**config.mk**
```make
export PLATFORM = sky130hd
export DESIGN_NAME = sipo_capture_ctrl
export DESIGN_NICKNAME = d
export VERILOG_FILES = /design/src/rtl/sipo_capture_pkg.sv /design/src/rtl/sipo_core.sv /design/src/rtl/sipo_capture_ctrl.sv
export SDC_FILE = /design/constraint.sdc
export NUM_CORES = 1
export LEC_CHECK = 0
export CORE_MARGIN = 5
export CORE_UTILIZATION = 48
export DETAILED_ROUTE_END_ITERATION = 8
export PLACE_DENSITY = 0.83
export SLEW_MARGIN = 5
export SYNTH_ARGS = -nofsm -noshare
export SYNTH_HDL_FRONTEND = slang
export SYNTH_SLANG_ARGS = --single-unit
```
**constraint.sdc**
```tcl
create_clock -name clk -period 1.9 [get_ports clk]
set_clock_uncertainty 0.15 [all_clocks]
set_input_delay 0.57 -clock clk [delete_from_list [all_inputs] [get_ports clk]]
set_output_delay 0.57 -clock clk [all_outputs]
set_load 0.03 [all_outputs]
```
**src/rtl/sipo_capture_pkg.sv**
```systemverilog
// Shared types and helpers for the serial-in/parallel-out capture controller.
package sipo_capture_pkg;

    typedef enum logic [1:0] {
        IDLE  = 2'd0,
        SHIFT = 2'd1,
        HOLD  = 2'd2
    } state_e;

    // Effective frame length: 0 or anything longer than the datapath means a full word.
    function automatic int unsigned eff_len(input int unsigned len, input int unsigned width);
        return ((len == 0) || (len > width)) ? width : len;
    endfunction

endpackage

```
**src/rtl/sipo_core.sv**
```systemverilog
// WIDTH-bit serial-in shift register; new bits enter at bit 0, clear wins over shift.
module sipo_core #(
    parameter int WIDTH = 10
) (
    input  logic             clk,
    input  logic             rst_n,
    input  logic             clr,
    input  logic             en,
    input  logic             d,
    output logic [WIDTH-1:0] q
);

    // Shift left by one on enable; synchronous clear for frame starts.
    always_ff @(posedge clk or negedge rst_n) begin
        if (!rst_n)
            q <= '0;
        else if (clr)
            q <= '0;
        else if (en)
            q <= {q[WIDTH-2:0], d};
    end

endmodule

```
**src/rtl/sipo_capture_ctrl.sv**
```systemverilog
// Frame capture controller: sequences a sipo_core through IDLE/SHIFT/HOLD and
// presents each completed word on a valid/ready port with overrun detection.
module sipo_capture_ctrl
    import sipo_capture_pkg::*;
#(
    parameter int WIDTH = 10,
    parameter int CNT_W = $clog2(WIDTH + 1)
) (
    input  logic             clk,
    input  logic             rst_n,
    input  logic             start,
    input  logic [CNT_W-1:0] len,
    input  logic             sin,
    input  logic             sin_valid,
    output logic [WIDTH-1:0] out_data,
    output logic             out_valid,
    input  logic             out_ready,
    output logic             busy,
    output logic             overrun
);

    state_e           state, state_nxt;
    logic [CNT_W-1:0] cnt, len_q, cnt_inc;
    logic             clr, en, load;

    assign cnt_inc   = cnt + CNT_W'(1);
    assign out_valid = (state == HOLD);
    assign busy      = (state != IDLE);

    sipo_core #(.WIDTH(WIDTH)) u_core (
        .clk   (clk),
        .rst_n (rst_n),
        .clr   (clr),
        .en    (en),
        .d     (sin),
        .q     (out_data)
    );

    // State register.
    always_ff @(posedge clk or negedge rst_n) begin
        if (!rst_n)
            state <= IDLE;
        else
            state <= state_nxt;
    end

    // Next state and datapath controls; a start in the HOLD handshake cycle
    // chains straight into the next frame with no idle bubble.
    always_comb begin
        state_nxt = state;
        clr       = 1'b0;
        en        = 1'b0;
        load      = 1'b0;
        case (state)
            IDLE: begin
                if (start) begin
                    load      = 1'b1;
                    clr       = 1'b1;
                    state_nxt = SHIFT;
                end
            end
            SHIFT: begin
                if (sin_valid) begin
                    en = 1'b1;
                    if (cnt_inc == len_q)
                        state_nxt = HOLD;
                end
            end
            HOLD: begin
                if (out_ready) begin
                    if (start) begin
                        load      = 1'b1;
                        clr       = 1'b1;
                        state_nxt = SHIFT;
                    end else begin
                        state_nxt = IDLE;
                    end
                end
            end
            default: state_nxt = IDLE;
        endcase
    end

    // Frame length latch and accepted-bit counter; cnt stops at len_q since
    // SHIFT is left on the bit that reaches it.
    always_ff @(posedge clk or negedge rst_n) begin
        if (!rst_n) begin
            len_q <= '0;
            cnt   <= '0;
        end else if (load) begin
            len_q <= CNT_W'(eff_len(32'(len), WIDTH));
            cnt   <= '0;
        end else if (en) begin
            cnt   <= cnt_inc;
        end
    end

    // Sticky overrun: a qualified bit dropped while the word waits unconsumed.
    always_ff @(posedge clk or negedge rst_n) begin
        if (!rst_n)
            overrun <= 1'b0;
        else if (load)
            overrun <= 1'b0;
        else if ((state == HOLD) && sin_valid && !out_ready)
            overrun <= 1'b1;
    end

endmodule

```
==> results.tsv, run 1 <==
stage	metric	value	unit
detailed_routing	antenna_left	0	
yosys	synth-xor-area-share	0.06683	
cells_and_area	final_core_util	0.6786	
cells_and_area	final_nets	128	
run	cap_violations	0	
yosys	syn_nets	93	
power_and_ir_drop	power.total	2.009	mW
min_path	min_path_type	reg2reg	
cells_and_area	area_delta_synth_final	34.17	%
yosys	yosys.area_share.simple	0.1261	
yosys	synth_top_family_by_area	compound AO/OA/AOI/OAI gates	
yosys	ys_ff_latch	21	
global_route	grt_usage	0.1485	
setup_path	end_kind	primary output	
cts	clk-insertion-delay-late	0.30	ns
detailed_routing	viasPerCell	5.266	
cts	postCtsSetupBuffers	0	
sta	relSlewSlack	0.7920	
setup_path	r2r.worst_path.cells	4	
yosys	synth_fa_ha_area_frac	0.01261	
cts	cts_buffers	3	
die	initial_core_util	0.5057	
sta	setup_viol_count_final	0	
yosys	yosysUniqueCellTypes	29	
sta	final.period_utilization	0.9724	
global_route	grt_pass1_wl	3753	um
yosys	synth_mux_area_frac	0.01135	
die	coreArea	0.001962	mm^2
setup_path	path_max_fanout	8	
power_and_ir_drop	peakVddDrop	0.8133	mV
global_route	grt_pass1_vias	835	
sta	fmax	541.3	MHz
sta	fin_setup_tns	0	ns
detailed_routing	wirelength	1991	um
sta	hold_viol_final	0	
power_and_ir_drop	p_leak	0.6424	nW
cells_and_area	final_cells	143	
cts	cts_resized	14	
place	post-dp-hpwl	1518	um
die	rows	16	
detailed_routing	drc_errors	0	
power_and_ir_drop	p_per_area	1509	mW/mm^2
setup_path	cpMostUsedCell	buf_4	
yosys	syn_inst	82	
global_route	grt_max_degree	22	
global_route	antenna_found_initial	0	
setup_path	criticalPathCategory	reg2out	
run_status	status	finished clean	
yosys	synth_area	992.2	um^2
detailed_routing	via_count	753	
die	die-area	0.003076	mm^2
detailed_routing	first_pass_iters	4	
place	dp_cells	139	
setup_path	arrival	1.13	ns
cts	tritoncts	done	
cts	root_buffer	clkbuf_4	
min_path	whs_path_depth	1	
cts	path_clk_slew	0.12	ns
die	die_y	55.47	um
place	io_buffers	22	
place	place_congestion	0.8161	
sta	max_slew.worst_pin.slew	0.3133	ns
yosys	syn_avg_cell_area	12.10	um^2
cells_and_area	most-common-layout-cells	dfrtp_1 (21), a22o_1 (13), dlygate4sd2_1 (11), buf_4 (11), clkdlybuf4s50_1 (9)	
yosys	synth_compound_area_frac	0.2182	
sta	fin_crit	1.847	ns
cells_and_area	layout-drive-gt1-share	0.1810	
die	dieWidth	55.47	um
cts	h-tree-depth	1	
cells_and_area	diodes	0	
cts	hold_buffers	0	
setup_path	worstPathRequired	1.18	ns
detailed_routing	wl_per_cell	13.92	um
sta	maxSlewViolCount	0	
setup_path	startpoint_type	register	
setup_path	path_cells	buf_4 > nor2b_1 > buf_4	
detailed_routing	drt-initial-drc-count	19	
setup_path	critical-path-slowest-cell	dfrtp_1	
yosys	ys_seq_area_frac	0.5296	
setup_path	max_stage_delay	0.41	ns
yosys	synth-warning-count	0	
sta	grt_setup_unrepaired	no	
cts	cts.sink_count	21	
cells_and_area	final_common_cell	dfrtp_1	
die	num_io_pins	23	
cts	clock_path_buffers	2	
global_route	grt-ovfl-total	0	
-- critical path, delay by kind of cell (launching register included) --
kind / cells / cell delay (ns)
buffers and inverters: 2 / 0.32
flip-flops: 1 / 0.41
AND/OR/NAND/NOR: 1 / 0.10
-- sequential cells by signal (all words and copies together), names as in the netlist --
register	count
len_q	4
cnt	4
overrun	1
u_core.q	10
state	2
-- cells by family (layout without fill, tap and decap cells) --
| logic type | after synthesis | count (layout) |
|---|---|---|
| AO/OA/AOI/OAI | 28 | 28 |
| flip-flops | 21 | 21 |
| AND/OR/NAND/NOR | 20 | 20 |
| XOR/XNOR | 6 | 6 |
| buffers and inverters | 5 | 39 |
| adder cells (fa/ha/maj) | 1 | 1 |
| multiplexers | 1 | 1 |
-- power by group --
part / total (mW) / internal [mW] / switching (mW)
sequential: 0.785 / 0.629 / 0.155
combinational: 1.01 / 0.495 / 0.518
clock: 0.212 / 0.0801 / 0.131
-- path summary, 6_finish.rpt --
| path | startpoint | endpoint | slack (ns) |
|---|---|---|---|
| max | state[0] | out_valid | 0.05 |
| min | u_core.q[9] | u_core.q[9] | 0.37 |
| max reg2reg | cnt[0] | state[1] | 0.18 |
| min reg2reg | u_core.q[9] | u_core.q[9] | 0.37 |
| max in group asynchronous | rst_n | state[0] | 0.95 |
| min in group asynchronous | rst_n | u_core.q[1] | 0.44 |
-- area by class of cell --
class	instances	area (um^2)
Sequential cell	21	525.5
Tap cell	27	33.78
Inverter	2	7.507
Multi-Input combinational cell	56	434.2
Clock buffer	3	22.52
Fill cell	167	630.6
Timing Repair Buffer	33	300.3
Clock inverter	1	7.507
-- cells in the mapped netlist --
library cell / count / area share
nor3_1: 2 / 0.010
and3b_2: 1 / 0.010
a211oi_1: 1 / 0.0076
xnor3_1: 1 / 0.023
inv_1: 2 / 0.0076
a21oi_1: 6 / 0.030
xor2_1: 2 / 0.018
and3b_1: 1 / 0.0088
nor2b_1: 4 / 0.025
a21oi_4: 1 / 0.016
xnor2_1: 3 / 0.026
o41ai_1: 1 / 0.0088
nor2_1: 3 / 0.011
a22o_1: 13 / 0.11
ha_1: 1 / 0.013
dfrtp_1: 21 / 0.53
nand3_1: 1 / 0.0050
buf_6: 2 / 0.023
mux2_2: 1 / 0.011
nand2b_1: 3 / 0.019
o2bb2ai_1: 1 / 0.0088
nand4_1: 1 / 0.0063
and4b_1: 2 / 0.020
a221o_1: 1 / 0.010
or2_2: 1 / 0.0063
nand2_1: 1 / 0.0038
a31oi_1: 1 / 0.0063
buf_2: 1 / 0.0050
o21ai_0: 3 / 0.015
-- metrics by stage --
step                hold slack (ns)  instance area [um^2]  setup WS, ns
finish                       0.3699                  1331       0.05251
global route                 0.3941                  1331      0.002784
CTS                          0.3712                  1329       -0.1224
detailed placement           0.3471                  1311       -0.1811
global placement             0.3372                  1311       -0.1721
floorplan                    0.1244                 992.2        0.2870
-- per-layer routing --
| metal | GRT usage | up-vias | wire length, um |
|---|---|---|---|
| met5 | 0 | - | 0 |
| met4 | 0.06250 | 0 | 21 |
| met3 | 0.02797 | 2 | 36 |
| met2 | 0.2551 | 8 | 1027 |
| met1 | 0.1807 | 369 | 906 |
| li1 | - | 374 | - |
No activity file was read; power rests on OpenSTA's default activity.
==> run 2: changes to the inputs <==
--- a/config.mk
+++ b/config.mk
@@ -5,6 +5,7 @@
 export SDC_FILE = /design/constraint.sdc
 export NUM_CORES = 1
 export LEC_CHECK = 0
+export ABC_AREA = 1
 export CORE_MARGIN = 5
 export CORE_UTILIZATION = 48
 export DETAILED_ROUTE_END_ITERATION = 8
==> results.tsv, run 2 <==
stage	metric	value	unit	change
cts	cts_buffers	3		unchanged
detailed_routing	first_pass_iters	4		unchanged
cts	cts.sink_count	21		unchanged
die	rows	16		unchanged
sta	fin_crit	1.844	ns	-0.003282 ns
yosys	syn_inst	118		+44%
min_path	min_path_type	reg2reg		
setup_path	worstPathRequired	1.18	ns	about the same
sta	final.period_utilization	0.9706		-0.001727
sta	hold_viol_final	0		unchanged
sta	fin_setup_tns	0	ns	unchanged
yosys	synth_fa_ha_area_frac	0.01225		-0.0003554
cells_and_area	layout-drive-gt1-share	0.1667		-0.01437
die	die-area	0.003149	mm^2	+2.4%
setup_path	startpoint_type	register		
yosys	postSynth.topFlopCell	dfrtp_1		
detailed_routing	wirelength	2262	um	+14%
yosys	yosysUniqueCellTypes	23		-21%
cells_and_area	largest_register	u_core.q		
global_route	grt-ovfl-total	0		unchanged
yosys	synth_top_area_cell	dfrtp_1		
detailed_routing	drc_errors	0		unchanged
yosys	ys_ff_latch	21		unchanged
cells_and_area	final_cells	177		+24%
sta	setup_viol_count_final	0		unchanged
detailed_routing	via_count	913		+21%
sta	fmax	542.2	MHz	+0.18%
yosys	synth-warning-count	0		unchanged
cells_and_area	diodes	0		unchanged
cells_and_area	most-common-layout-cells	nand2_1 (26), dfrtp_1 (21), inv_1 (19)		
yosys	yosysTopAreaCellShare	0.5147		-0.01493
cells_and_area	final_nets	162		+27%
cells_and_area	largest_register_ffs	10		unchanged
place	post-dp-hpwl	1779	um	+17%
setup_path	arrival	1.12	ns	about the same
power_and_ir_drop	p_leak	0.6926	nW	+7.8%
cts	root_buffer	clkbuf_4		
run_status	status	finished clean		
power_and_ir_drop	power.total	1.849	mW	-7.9%
cells_and_area	reg_top3	u_core.q (10), cnt (4), len_q (4)		
global_route	antenna_found_initial	0		unchanged
cts	path_clk_slew	0.12	ns	about the same
die	dieWidth	56.12	um	+1.2%
cts	hold_buffers	0		unchanged
global_route	grt_usage	0.1671		+0.01854
global_route	grt_pass1_vias	979		+17%
die	coreArea	0.002002	mm^2	+2.0%
setup_path	end_kind	primary output		
cells_and_area	final_common_cell	nand2_1		
yosys	synth-xor-area-share	0.008578		-0.05826
detailed_routing	viasPerCell	5.158		-2.0%
detailed_routing	wl_per_cell	12.78	um	-8.2%
sta	maxSlewViolCount	0		unchanged
cts	h-tree-depth	1		unchanged
yosys	synth_compound_area_frac	0.1532		-0.06497
cts	clock_path_buffers	2		unchanged
global_route	grt_max_degree	22		unchanged
place	io_buffers	22		unchanged
cts	clk-insertion-delay-late	0.32	ns	+0.02 ns
die	num_io_pins	23		unchanged
yosys	ys_seq_area_frac	0.5147		-0.01493
yosys	syn_avg_cell_area	8.652	um^2	-28%
sta	timing.hold.ws	0.3609	ns	-0.009014 ns
yosys	synth_edf_count	0		unchanged
detailed_routing	drt-initial-drc-count	11		-8
sta	relSlewSlack	0.7957		+0.003751
setup_path	path_max_fanout	4		-4
cts	tritoncts	done		
yosys	synth_common_cells	nand2_1 (26), dfrtp_1 (21), inv_1 (19)		
yosys	synth_area	0.001021	mm^2	+2.9%
yosys	synth_mux_area_frac	0		-0.01135
die	initial_core_util	0.5100		+0.004260
place	dp_cells	172		+24%
yosys	yosys.cell_count.top_type	nand2_1		
yosys	synth.area.top_cells	dfrtp_1 (51%), nand2_1 (9.6%), inv_1 (7.0%)		
place	place_congestion	0.8015		-1.8%
run	cap_violations	0		unchanged
yosys	synth_top_family_by_area	simple AND/OR/NAND/NOR gates		
sta	grt_setup_unrepaired	no		
die	die_y	56.12	um	+1.2%
global_route	grt_pass1_wl	4119	um	+9.8%
setup_path	criticalPathCategory	reg2out		
detailed_routing	antenna_left	0		unchanged
power_and_ir_drop	peakVddDrop	0.9529	mV	+17%
yosys	yosys.area_share.simple	0.2022		+0.07610
sta	max_slew.worst_pin.slew	0.3076	ns	-0.005649 ns
yosys	async_reset_ff_frac	1.000		unchanged
yosys	syn_nets	129		+39%
power_and_ir_drop	p_per_area	1380	mW/mm^2	-8.5%
cells_and_area	area_delta_synth_final	31.25	%	
## run 2: critical path, cell delays in order, from the launching register on
cell and delay (ns):
dfrtp_1 0.44, nor2_1 0.18, buf_4 0.19
## run 2: what timing repair did
item | in CTS | in global routing
gates cloned | 0 | 0
endpoints found under the setup margin | 11 | 1
resized for setup | 11 | 0
hold endpoints to repair | 0 | 0
buffers inserted | 0 | 1
## run 2: worst paths after layout
kind / start / endpoint / slack, ns / depth (start not counted)
hold / removal: u_core.q[9] / u_core.q[9] / 0.36 / 2
setup reg to reg: cnt[1] / state[0] / 0.20 / 9
min in group asynchronous: rst_n / u_core.q[2] / 0.43 / 2
max in group asynchronous: rst_n / overrun / 0.96 / 2
setup / recovery: state[0] / out_valid / 0.06 / 2
hold reg to reg: u_core.q[9] / u_core.q[9] / 0.36 / 2
## run 2: logic make-up (layout without fill, tap and decap cells)
group,after synthesis,after routing
XOR/XNOR,1,1
buffers and inverters,26,58
AO/OA/AOI/OAI,22,22
flip-flops,21,21
adder cells (fa/ha/maj),1,1
AND/OR/NAND/NOR,47,47
## run 2: area by class of cell
type / instances / area (um^2)
clock buffer: 3 / 22.52
clock inverter: 1 / 7.507
fill: 174 / 661.9
inverter: 24 / 92.59
multi-input combinational: 71 / 384.1
sequential: 21 / 525.5
tap: 27 / 33.78
timing repair buffer: 30 / 274.0
## run 2: routing by layer
metal  part of all wire  global-route usage
met3              0.038             0.04872
met2               0.52              0.2955
met4              0.017             0.06102
met5                  0                   0
met1               0.42              0.1886
## run 2: report_power, final
part           switching [mW]  internal, mW  total, mW
Clock                   0.144        0.0806      0.225
Combinational           0.578         0.376      0.954
Sequential             0.0926         0.578      0.671
Total                   0.815          1.03       1.85
## run 2: metrics by stage
stage	cell area (um^2)	utilization	worst slack, ns
2_1_floorplan	1021	-	0.3187
3_5_place_dp	1316	0.6575	-0.05366
5_1_grt	1340	0.6694	0.01334
4_1_cts	1333	0.6656	0.03351
6_report	1340	0.6694	0.05579
3_3_place_gp	1316	0.6575	-0.0002844
